`config.mk`:
```
export PLATFORM = sky130hd
export DESIGN_NAME = dadda_vec_sequencer_flat
export DESIGN_NICKNAME = d
export VERILOG_FILES = /design/src/rtl/dadda_vec_sequencer_if.sv /design/src/rtl/dadda_vec_sequencer.sv /design/src/flat_wrapper.sv
export SDC_FILE = /design/constraint.sdc
export NUM_CORES = 1
export LEC_CHECK = 0
export ABC_AREA = 1
export ABC_CLOCK_PERIOD_IN_PS = 2600
export BUFFER_PORTS_ARGS = -buffer_cell sky130_fd_sc_hd__clkbuf_2
export CAP_MARGIN = 40
export CORE_ASPECT_RATIO = 0.8
export CORE_MARGIN = 5
export CORE_UTILIZATION = 25
export DETAILED_ROUTE_END_ITERATION = 8
export HOLD_SLACK_MARGIN = 0.1
export PLACE_DENSITY = 0.45
export SETUP_SLACK_MARGIN = 0.05
export SYNTH_ARGS = -nofsm -noshare
export SYNTH_HDL_FRONTEND = slang
export SYNTH_SLANG_ARGS = --single-unit
```
`constraint.sdc`:
```
create_clock -name clk -period 2.6 [get_ports clk]
set_clock_uncertainty 0.2 [all_clocks]
set_input_delay 0.39 -clock clk [delete_from_list [all_inputs] [get_ports clk]]
set_output_delay 0.39 -clock clk [all_outputs]
set_load 0.01 [all_outputs]
```
`src/rtl/dadda_vec_sequencer_if.sv`:
```
// Bus bundle between the Dadda vector sequencer and its operand ROM, multiplier and result RAM.
// master = sequencer side, slave = environment (ROM/multiplier/RAM/controller) side.
interface dadda_vec_sequencer_if #(
    parameter int ADDR_W = 3
);
    logic              start;
    logic              abort;
    logic [ADDR_W:0]   num_vec;
    logic [ADDR_W-1:0] rom_addr;
    logic              rom_en;
    logic [31:0]       rom_dout;
    logic [15:0]       mul_a;
    logic [15:0]       mul_b;
    logic [31:0]       mul_p;
    logic [ADDR_W-1:0] res_addr;
    logic              res_we;
    logic [31:0]       res_din;
    logic              busy;
    logic              done;
    logic [ADDR_W:0]   err_cnt;

    modport master (
        input  start, abort, num_vec, rom_dout, mul_p,
        output rom_addr, rom_en, mul_a, mul_b, res_addr, res_we, res_din,
               busy, done, err_cnt
    );

    modport slave (
        output start, abort, num_vec, rom_dout, mul_p,
        input  rom_addr, rom_en, mul_a, mul_b, res_addr, res_we, res_din,
               busy, done, err_cnt
    );
endinterface

```
`src/rtl/dadda_vec_sequencer.sv`:
```
// Streams a batch of operand words through the 16x16 multiplier into the result RAM.
// Optional feature macro: DADDA_SELFCHECK_EN (behavioural product check counted in err_cnt).
module dadda_vec_sequencer #(
    parameter int ADDR_W  = 3,
    parameter int ROM_LAT = 1,
    parameter int MUL_LAT = 0
) (
    input  logic                   clk,
    input  logic                   rst_n,
    dadda_vec_sequencer_if.master  bus
);
    localparam int CNT_MAX = (ROM_LAT > MUL_LAT + 1) ? ROM_LAT : MUL_LAT + 1;
    localparam int CNT_W   = (CNT_MAX > 1) ? $clog2(CNT_MAX) : 1;
    localparam logic [CNT_W-1:0] RD_LAST  = CNT_W'(ROM_LAT - 1);
    localparam logic [CNT_W-1:0] MUL_LAST = CNT_W'(MUL_LAT);

    typedef enum logic [2:0] {
        S_IDLE,
        S_RD,
        S_MUL,
        S_WR,
        S_DONE
    } state_t;

    state_t            r_state;
    state_t            w_state_next;
    logic [CNT_W-1:0]  r_cnt;
    logic [ADDR_W:0]   r_num_vec;
    logic [ADDR_W:0]   r_idx;
    logic [15:0]       r_mul_a;
    logic [15:0]       r_mul_b;
    logic [31:0]       r_res_din;

    logic w_accept;
    logic w_rd_last;
    logic w_mul_last;
    logic w_last_vec;
    logic w_advance;
    logic w_load_ops;
    logic w_load_res;

    assign w_accept   = (r_state == S_IDLE) && bus.start && !bus.abort;
    assign w_rd_last  = (r_cnt == RD_LAST);
    assign w_mul_last = (r_cnt == MUL_LAST);
    // Compare at ADDR_W+1 bits so a full-range batch does not wrap early.
    assign w_last_vec = (r_idx == (r_num_vec - (ADDR_W+1)'(1)));

    assign w_advance  = (r_state == S_WR)  && (w_state_next == S_RD);
    assign w_load_ops = (r_state == S_RD)  && (w_state_next == S_MUL);
    assign w_load_res = (r_state == S_MUL) && (w_state_next == S_WR);

    always_ff @(posedge clk or negedge rst_n) begin
        if (!rst_n) begin
            r_state <= S_IDLE;
        end else begin
            r_state <= w_state_next;
        end
    end

    always_comb begin
        w_state_next = r_state;
        case (r_state)
            S_IDLE: begin
                if (bus.start) begin
                    w_state_next = (bus.num_vec == '0) ? S_DONE : S_RD;
                end
            end
            S_RD: begin
                if (w_rd_last) begin
                    w_state_next = S_MUL;
                end
            end
            S_MUL: begin
                if (w_mul_last) begin
                    w_state_next = S_WR;
                end
            end
            S_WR: begin
                w_state_next = w_last_vec ? S_DONE : S_RD;
            end
            S_DONE: begin
                w_state_next = S_IDLE;
            end
            default: begin
                w_state_next = S_IDLE;
            end
        endcase
        // Abort overrides every transition; a write already on the bus this cycle still lands.
        if (bus.abort) begin
            w_state_next = S_IDLE;
        end
    end

    always_ff @(posedge clk or negedge rst_n) begin
        if (!rst_n) begin
            r_cnt     <= '0;
            r_num_vec <= '0;
            r_idx     <= '0;
            r_mul_a   <= '0;
            r_mul_b   <= '0;
            r_res_din <= '0;
        end else begin
            if (r_state != w_state_next) begin
                r_cnt <= '0;
            end else if ((r_state == S_RD) || (r_state == S_MUL)) begin
                r_cnt <= r_cnt + CNT_W'(1);
            end

            if (w_accept) begin
                r_num_vec <= bus.num_vec;
                r_idx     <= '0;
            end else if (w_advance) begin
                r_idx <= r_idx + (ADDR_W+1)'(1);
            end

            if (w_load_ops) begin
                r_mul_a <= bus.rom_dout[15:0];
                r_mul_b <= bus.rom_dout[31:16];
            end

            if (w_load_res) begin
                r_res_din <= bus.mul_p;
            end
        end
    end

    assign bus.rom_en   = (r_state == S_RD);
    assign bus.rom_addr = r_idx[ADDR_W-1:0];
    assign bus.mul_a    = r_mul_a;
    assign bus.mul_b    = r_mul_b;
    assign bus.res_we   = (r_state == S_WR);
    assign bus.res_addr = r_idx[ADDR_W-1:0];
    assign bus.res_din  = r_res_din;
    assign bus.busy     = (r_state != S_IDLE);
    assign bus.done     = (r_state == S_DONE);

`ifdef DADDA_SELFCHECK_EN
    logic [31:0]     w_ref_p;
    logic [ADDR_W:0] r_err_cnt;

    assign w_ref_p = {16'h0000, r_mul_a} * {16'h0000, r_mul_b};

    always_ff @(posedge clk or negedge rst_n) begin
        if (!rst_n) begin
            r_err_cnt <= '0;
        end else if (w_accept) begin
            r_err_cnt <= '0;
        end else if ((r_state == S_WR) && (r_res_din != w_ref_p) && (r_err_cnt != '1)) begin
            r_err_cnt <= r_err_cnt + (ADDR_W+1)'(1);
        end
    end

    assign bus.err_cnt = r_err_cnt;
`else
    assign bus.err_cnt = '0;
`endif

endmodule

```
`src/flat_wrapper.sv`:
```
// flat-port wrapper written by rule: the top's interface ports become plain ports
module dadda_vec_sequencer_flat 
#(
    parameter int ADDR_W  = 3,
    parameter int ROM_LAT = 1,
    parameter int MUL_LAT = 0
)
  (clk, rst_n, bus_start, bus_abort, bus_num_vec, bus_rom_dout, bus_mul_p, bus_rom_addr, bus_rom_en, bus_mul_a, bus_mul_b, bus_res_addr, bus_res_we, bus_res_din, bus_busy, bus_done, bus_err_cnt);
  dadda_vec_sequencer_if #(.ADDR_W(ADDR_W)) bus_i ();
  input  logic clk;
  input  logic rst_n;
  input wire logic [$bits(bus_i.start)-1:0] bus_start;
  input wire logic [$bits(bus_i.abort)-1:0] bus_abort;
  input wire logic [$bits(bus_i.num_vec)-1:0] bus_num_vec;
  input wire logic [$bits(bus_i.rom_dout)-1:0] bus_rom_dout;
  input wire logic [$bits(bus_i.mul_p)-1:0] bus_mul_p;
  output wire logic [$bits(bus_i.rom_addr)-1:0] bus_rom_addr;
  output wire logic [$bits(bus_i.rom_en)-1:0] bus_rom_en;
  output wire logic [$bits(bus_i.mul_a)-1:0] bus_mul_a;
  output wire logic [$bits(bus_i.mul_b)-1:0] bus_mul_b;
  output wire logic [$bits(bus_i.res_addr)-1:0] bus_res_addr;
  output wire logic [$bits(bus_i.res_we)-1:0] bus_res_we;
  output wire logic [$bits(bus_i.res_din)-1:0] bus_res_din;
  output wire logic [$bits(bus_i.busy)-1:0] bus_busy;
  output wire logic [$bits(bus_i.done)-1:0] bus_done;
  output wire logic [$bits(bus_i.err_cnt)-1:0] bus_err_cnt;
  assign bus_i.start = bus_start;
  assign bus_i.abort = bus_abort;
  assign bus_i.num_vec = bus_num_vec;
  assign bus_i.rom_dout = bus_rom_dout;
  assign bus_i.mul_p = bus_mul_p;
  assign bus_rom_addr = bus_i.rom_addr;
  assign bus_rom_en = bus_i.rom_en;
  assign bus_mul_a = bus_i.mul_a;
  assign bus_mul_b = bus_i.mul_b;
  assign bus_res_addr = bus_i.res_addr;
  assign bus_res_we = bus_i.res_we;
  assign bus_res_din = bus_i.res_din;
  assign bus_busy = bus_i.busy;
  assign bus_done = bus_i.done;
  assign bus_err_cnt = bus_i.err_cnt;
  dadda_vec_sequencer #(.ADDR_W(ADDR_W), .ROM_LAT(ROM_LAT), .MUL_LAT(MUL_LAT)) u_core (.clk(clk), .rst_n(rst_n), .bus(bus_i));
endmodule
```
==> metrics, run 1 <==
H-tree depth 3; crit path DAT 2210 ps; vias per inst 3.91; XOR/XNOR Fraction of Synth Area 1.21%; die area 17,000 µm²; largest family of logic cells by synthesized area multiplexers; DR vias 2,838; Synth Register Bits 76; Worst Path Required 2610 ps; Final GP Congestion 0.715; first-pass GRT wire length 14,900 µm; Critical Path Source Type flip-flop; pwr/cell area 1060 nW/µm²; crit path max fanout 33; setup_tns 0 ps; DRC viols 0; Final ANT Viol Nets 0; worst-path cell chain inv_2 -> nand3_2 -> nand2_2 -> and3_1 -> nand2_8 -> mux2_4; Worst slew margin 61.8%; Synth Area in Adders 0.690%; DPL Wire Length 6370 µm; CTS buffer count 9; Final nets 611; Primary FF master, synth dfrtp_1; share of layout cells above drive strength 1 43.9%; vias in the first global route 2,984; GRT Total Usage 10.9%; Lkg Pwr 0.00297 µW; P&R area growth vs syn 48.8%; num rows 39; Max Cap Viol 0; Hold Path Class in -> reg; Post-synth EDFFs 0; FMAX 455 MHz; Yosys cell types 30; Gate Count Post-Synth 331; unrepaired setup endpoints after global routing false; Core Area 14,200 µm²; maximum vdd drop 501 µV; largest net degree at the start of global routing 40; crit path time final 2200 ps; clock net sink count 76; total power 5730 µW; status finished, final reports clean; sequential area share after synthesis 52.5%; CTS tree yes; post-synthesis compound-gate area fraction 8.60%; Sequential Area 1900 µm²; CP peak stage delay 430 ps; Clk Latency, worst-skew pair 340 ps; simple-gate share of the synthesized area 12.9%; antenna diode instance count 0; post-synthesis mux area share 12.9%; register clock-pin slew on the reported worst setup and hold paths 60 ps; GRT overflow 0; period utilisation layout 84.6%; Initial DRT Pass Iterations 4; Syn Std Cell Area 3620 µm²; die height 118 µm; ys async rst share 100%; fin. max-slew vios 0; crit path kind reg -> reg; Filler cells 1,428; initial antenna violation count 0; Layout Utilization 37.8%; PortBufs 145; Initial Util 25.4%; # setup viols final 0; Final Hold Viols 0; slew at the pin closest to its max-slew limit 571 ps; area of the multi-input gates 1330 µm²; CTS max path bufs 2; critical-path cell with the highest stage delay dfrtp_1; synth warn 0; final wirelength 9020 µm; root buffer cell clkbuf_16; chip width 145 µm; Ports 150; average cell area after synthesis 11.0 µm²; Worst setup EP type flip-flop; drt initial violations 73; Wirelength per Cell 12.4 µm
metal layers:
metal | GRT usage [%] | routed length, µm | vias up
met4 | 3.32 | 115 | 0
li1 | - | - | 1430
met3 | 5.81 | 1100 | 9
met5 | 0 | 0 | -
met2 | 16.2 | 3680 | 113
met1 | 13.7 | 4120 | 1286
cell type report:
class / instances / area share, %
clock buffer: 12 / 4.57
clock inverter: 4 / 0.905
inverter: 55 / 3.83
multi-input combinational: 182 / 24.7
sequential: 76 / 35.3
tap: 184 / 4.27
timing repair buffer: 213 / 26.5
final timing paths:
check	startpoint	to	slack, ps	cells after the start
max in group asynchronous	rst_n	u_core.bus.res_din[6]	1200	3
max reg2reg	u_core.r_state[1]	u_core.bus.mul_b[4]	400	6
max	u_core.r_state[1]	u_core.bus.mul_b[4]	400	6
min	bus_num_vec[2]	u_core.r_num_vec[2]	120	3
min reg2reg	u_core.bus.res_din[7]	u_core.bus.res_din[7]	280	2
min in group asynchronous	rst_n	u_core.bus.mul_a[9]	390	2
where the power goes:
group / total (µW) / internal, µW / switching (µW)
combinational: 2380 / 1200 / 1180
clock: 1250 / 769 / 480
sequential: 2100 / 1750 / 349
metrics by stage:
step,hold slack [ps],setup slack (ps),instance area [µm²],std cells
2_1_floorplan,-106,716,3640,334
3_3_place_gp,215,416,4450,645
3_5_place_dp,216,422,4450,645
4_1_cts,107,402,5390,726
5_1_grt,150,200,5390,726
6_report,124,401,5390,726
flip-flops by register name, summed over array words and instances, names as in the netlist:
name,cells
u_core.r_num_vec,4
u_core.r_cnt,1
u_core.r_state,3
u_core.bus.mul_a,16
u_core.bus.mul_b,16
u_core.bus.res_din,32
u_core.r_idx,4
Yosys cell counts (all sizes together) (2+ instances only):
library cell	n	area [µm²]
nand2	69	283
xnor2	2	17.5
ha	2	25.0
nand3	16	108
inv	55	206
o21ai	35	295
nor3	3	20.0
dfrtp	76	1900
buf	20	191
xor2	3	26.3
mux2	32	469
nor2	10	37.5
a21oi	2	10.0
worst max-delay path: cells and delay by family (launching register included):
kind	cells	cell delay, ps
buffers and inverters	1	160
muxes	1	390
and+or+nand+nor	4	880
DFF	1	430
repair_timing:
item | in CTS | in global routing
endpoints found under the hold margin | 102 | 0
hold buffers | 65 | 0
setup buffers | 0 | 0
gates resized for setup | 0 | 0
placed cells by master, fill, tap and decap left out:
cell / synthesis / routed
clkbuf_2: 0 / 144
o21ai_0: 2 / 2
mux2_2: 3 / 3
nand2_2: 3 / 3
conb_1: 1 / 4
nand3_2: 3 / 3
inv_2: 3 / 3
xor2_1: 3 / 3
nor3_2: 1 / 1
nand2_1: 65 / 65
inv_1: 52 / 52
nor3_1: 2 / 2
o21ai_2: 32 / 32
nand3_4: 1 / 1
nand3b_1: 1 / 1
nand4_1: 1 / 1
clkbuf_1: 1 / 2
clkbuf_16: 0 / 9
clkinv_2: 0 / 2
dlygate4sd3_1: 0 / 65
xnor2_1: 2 / 2
mux2_4: 29 / 29
buf_12: 0 / 2
a21oi_1: 2 / 2
ha_1: 2 / 2
clkbuf_8: 0 / 1
bufinv_16: 0 / 1
nor2_1: 10 / 10
clkinv_4: 0 / 1
dfrtp_1: 76 / 76
o21ai_1: 1 / 1
nand3_1: 12 / 12
buf_4: 10 / 2
and3_1: 1 / 1
o22ai_1: 1 / 1
nand2_8: 1 / 1
cells by family (layout without fill, tap and decap cells):
kind of cell | after synthesis | count (layout)
buffers and inverters | 76 | 284
xor gates and xnor gates | 5 | 5
DFF | 76 | 76
and+or+nand+nor | 101 | 101
other | 1 | 4
AOI/OAI and AO/OA | 38 | 38
muxes | 32 | 32
adders and majority gates | 2 | 2
(Power assumes the default switching activity.)
==> inputs of run 2 (changes only) <==
ABC_CLOCK_PERIOD_IN_PS = 2200   (was 2600)
clock period = 2.2 ns   (was 2.6 ns; I/O delays follow)
==> run 2 against run 1 <==
Effect of this change:
- utilization rose by 2.1 points
- combinational power grew 27%
- sequential share of layout area down 1.8 points
- non-clock buffer count rose by 18
- critical path depth up 3
- flip-flop and latch count is the same
- first-iteration DRC count increased by 51%
- die area did not move
- hold slack improved by 120 ps
==> metrics, run 2 (synthesis gave the netlist of run 1 again) <==
status finished, final reports clean; clock net sink count 76 (unchanged); Final GP Congestion 0.762 (+6.5%); fin. max-slew vios 0 (unchanged); CP peak stage delay 460 ps (+30 ps); clock network power share 22.5% (+0.7 points); vias in the first global route 3,007 (+0.77%); Max Cap Viol 0 (unchanged); r2r setup slk 150 ps (-250 ps); CTS tree yes; most common cell after layout, fill and taps aside clkbuf_2; Psw 2460 µW (+23%); area post-placement 4510 µm² (+1.5%); Int Pwr 4670 µW (+25%); Worst slew margin 63.2% (+1.4 points); Hold EP u_core.r_state[1]; Final nets 630 (+3.1%); Final Cell Area 5690 µm² (+5.5%); Core Area 14,200 µm² (unchanged); CTS max path bufs 2 (unchanged); unrepaired setup endpoints after global routing true; Clk Latency, worst-skew pair 320 ps (-20 ps); root buffer cell clkbuf_16; Ports 150 (unchanged); Hold Path Depth 3 (unchanged); WP buf/inv 2 (+1); highest-count cells in the layout ignoring fill and taps 144 x clkbuf_2, 76 x dfrtp_1, 69 x dlygate4sd3_1; GRT Total Usage 10.9% (+0.011 points); register share of total power 35.1% (-1.6 points); crit path DAT 2070 ps (-140 ps); DPL Wire Length 6450 µm (+1.2%); die area 17,000 µm² (unchanged); vias per inst 3.96 (+1.3%); register clock-pin slew on the reported worst setup and hold paths 60 ps (about the same); Worst Path Required 2210 ps (-400 ps); maximum vdd drop 647 µV (+29%); Filler cells 1,373 (-3.9%); hold slack final 241 ps (+118 ps); Sequential Area 1900 µm² (unchanged); area of the multi-input gates 1380 µm² (+3.4%); FMAX 487 MHz (+7.1%); Worst path most repeated cell nand2_1; max reg flops 32 (unchanged); share of layout cells above drive strength 1 46.4% (+2.5 points); first-pass GRT wire length 15,000 µm (+0.74%); Initial Util 25.4% (unchanged); pwr/cell area 1250 nW/µm² (+18%); worst-path cell chain nor3_1 -> nand3_1 -> nand2_1 -> inv_1 -> nand2_4 -> nand3_4 -> clkbuf_16 -> nand2_1 -> o21ai_2; H-tree depth 3 (unchanged); Hold Path Class in -> reg; Final Hold Viols 0 (unchanged); final wirelength 9830 µm (+9.0%); num rows 39 (unchanged); drt initial violations 110 (+51%); crit path time final 2050 ps (-146 ps); crit path max fanout 8 (-76%); Sw Ratio 34.5% (-0.48 points); antenna diode instance count 0 (unchanged); CTS buffer count 9 (unchanged); crit path kind reg -> reg; critical-path cell with the highest stage delay dfrtp_1; chip width 145 µm (unchanged); DR vias 2,945 (+3.8%); Wirelength per Cell 13.2 µm (+6.3%); Critical Path Source Type flip-flop; Lkg Pwr 0.00311 µW (+4.5%); DRC viols 0 (unchanged); slew at the pin closest to its max-slew limit 552 ps (-18.7 ps); reg2reg start u_core.r_state[0]; PortBufs 145 (unchanged); period utilisation layout 93.3% (+8.8 points); Final ANT Viol Nets 0 (unchanged); Gate power share 42.3% (+0.7 points); HP Start bus_abort; die height 118 µm (unchanged); Crit path max-delay family simple AND/OR/NAND/NOR gates; r2r worst-path depth 9 (+3); GRT overflow 0 (unchanged); # setup viols final 0 (unchanged); Worst setup EP type flip-flop; Initial DRT Pass Iterations 4 (unchanged); P&R area growth vs syn 57.0%; setup_tns 0 ps (unchanged); largest net degree at the start of global routing 40 (unchanged); initial antenna violation count 0 (unchanged); Reg2Reg Capture Point u_core.bus.res_din[9]
==> run 2: cell count changes in the layout (fill, tap and decap cells not counted), sizes merged <==
cell / previous run / this run
clkbuf: 156 / 158
dlygate4sd3: 65 / 69
bufinv: 1 / 2
clkinvlp: 0 / 1
buf: 4 / 15
clkinv: 3 / 1
nand3: 16 / 17
==> run 2: power groups by stage <==
stage                     sequential, µW  clock [µW]  combinational, µW
after floorplan                     2750           0               1550
after global placement              2500           0               2780
after detailed placement            2510           0               2800
after CTS                           2510        1680               2910
after global routing                2600        1730               3320
final                               2510        1610               3020
==> run 2: worst max path at each step <==
stage | to | cells after the start | start | slack (ps)
2_1_floorplan | u_core.bus.res_din[23] | 11 | u_core.r_num_vec[0] | 320
3_3_place_gp | u_core.bus.mul_b[9] | 6 | u_core.r_state[0] | 40
3_5_place_dp | u_core.bus.mul_b[3] | 6 | u_core.r_state[0] | 40
4_1_cts | u_core.bus.res_din[14] | 11 | u_core.r_num_vec[0] | 110
5_1_grt | u_core.bus.res_din[19] | 9 | u_core.r_state[0] | 50
6_report | u_core.bus.res_din[9] | 9 | u_core.r_state[0] | 150
==> run 2: metal layers <==
metal	up-vias	part of all wire (%)	global-route usage, %
met4	0	1.4	3.32
met3	13	8.8	4.51
li1	1478	-	-
met1	1339	46	14.1
met5	-	0	0
met2	115	43	16.7
==> run 2: metrics by stage <==
step	setup slack (ps)	utilization (%)	power (µW)	cells
floorplan	316	-	4290	334
global placement	41.4	31.7	5280	652
detailed placement	39.6	31.7	5310	652
CTS	110	38.8	7100	736
global route	50.9	39.9	7650	744
finish	147	39.9	7140	744
==> run 2: worst min-delay path, stage by stage <==
cell and delay [ps]:
clkbuf_2 100, nor2_1 50, and3_4 230
==> run 2: cell type report <==
type | count | share of cell area [%]
tap | 184 | 4.05
clock inverter | 4 | 1.28
inverter | 55 | 3.63
multi-input combinational | 183 | 24.2
timing repair buffer | 231 | 29.0
clock buffer | 11 | 4.44
sequential | 76 | 33.4
==> run 2: repair_timing <==
item	in CTS	in global routing
hold buffers	69	0
setup buffers	0	3
gates cloned	0	5
pin swaps	1	5
endpoints found under the setup margin	32	34
hold endpoints to repair	106	0
gates resized for setup	1	9
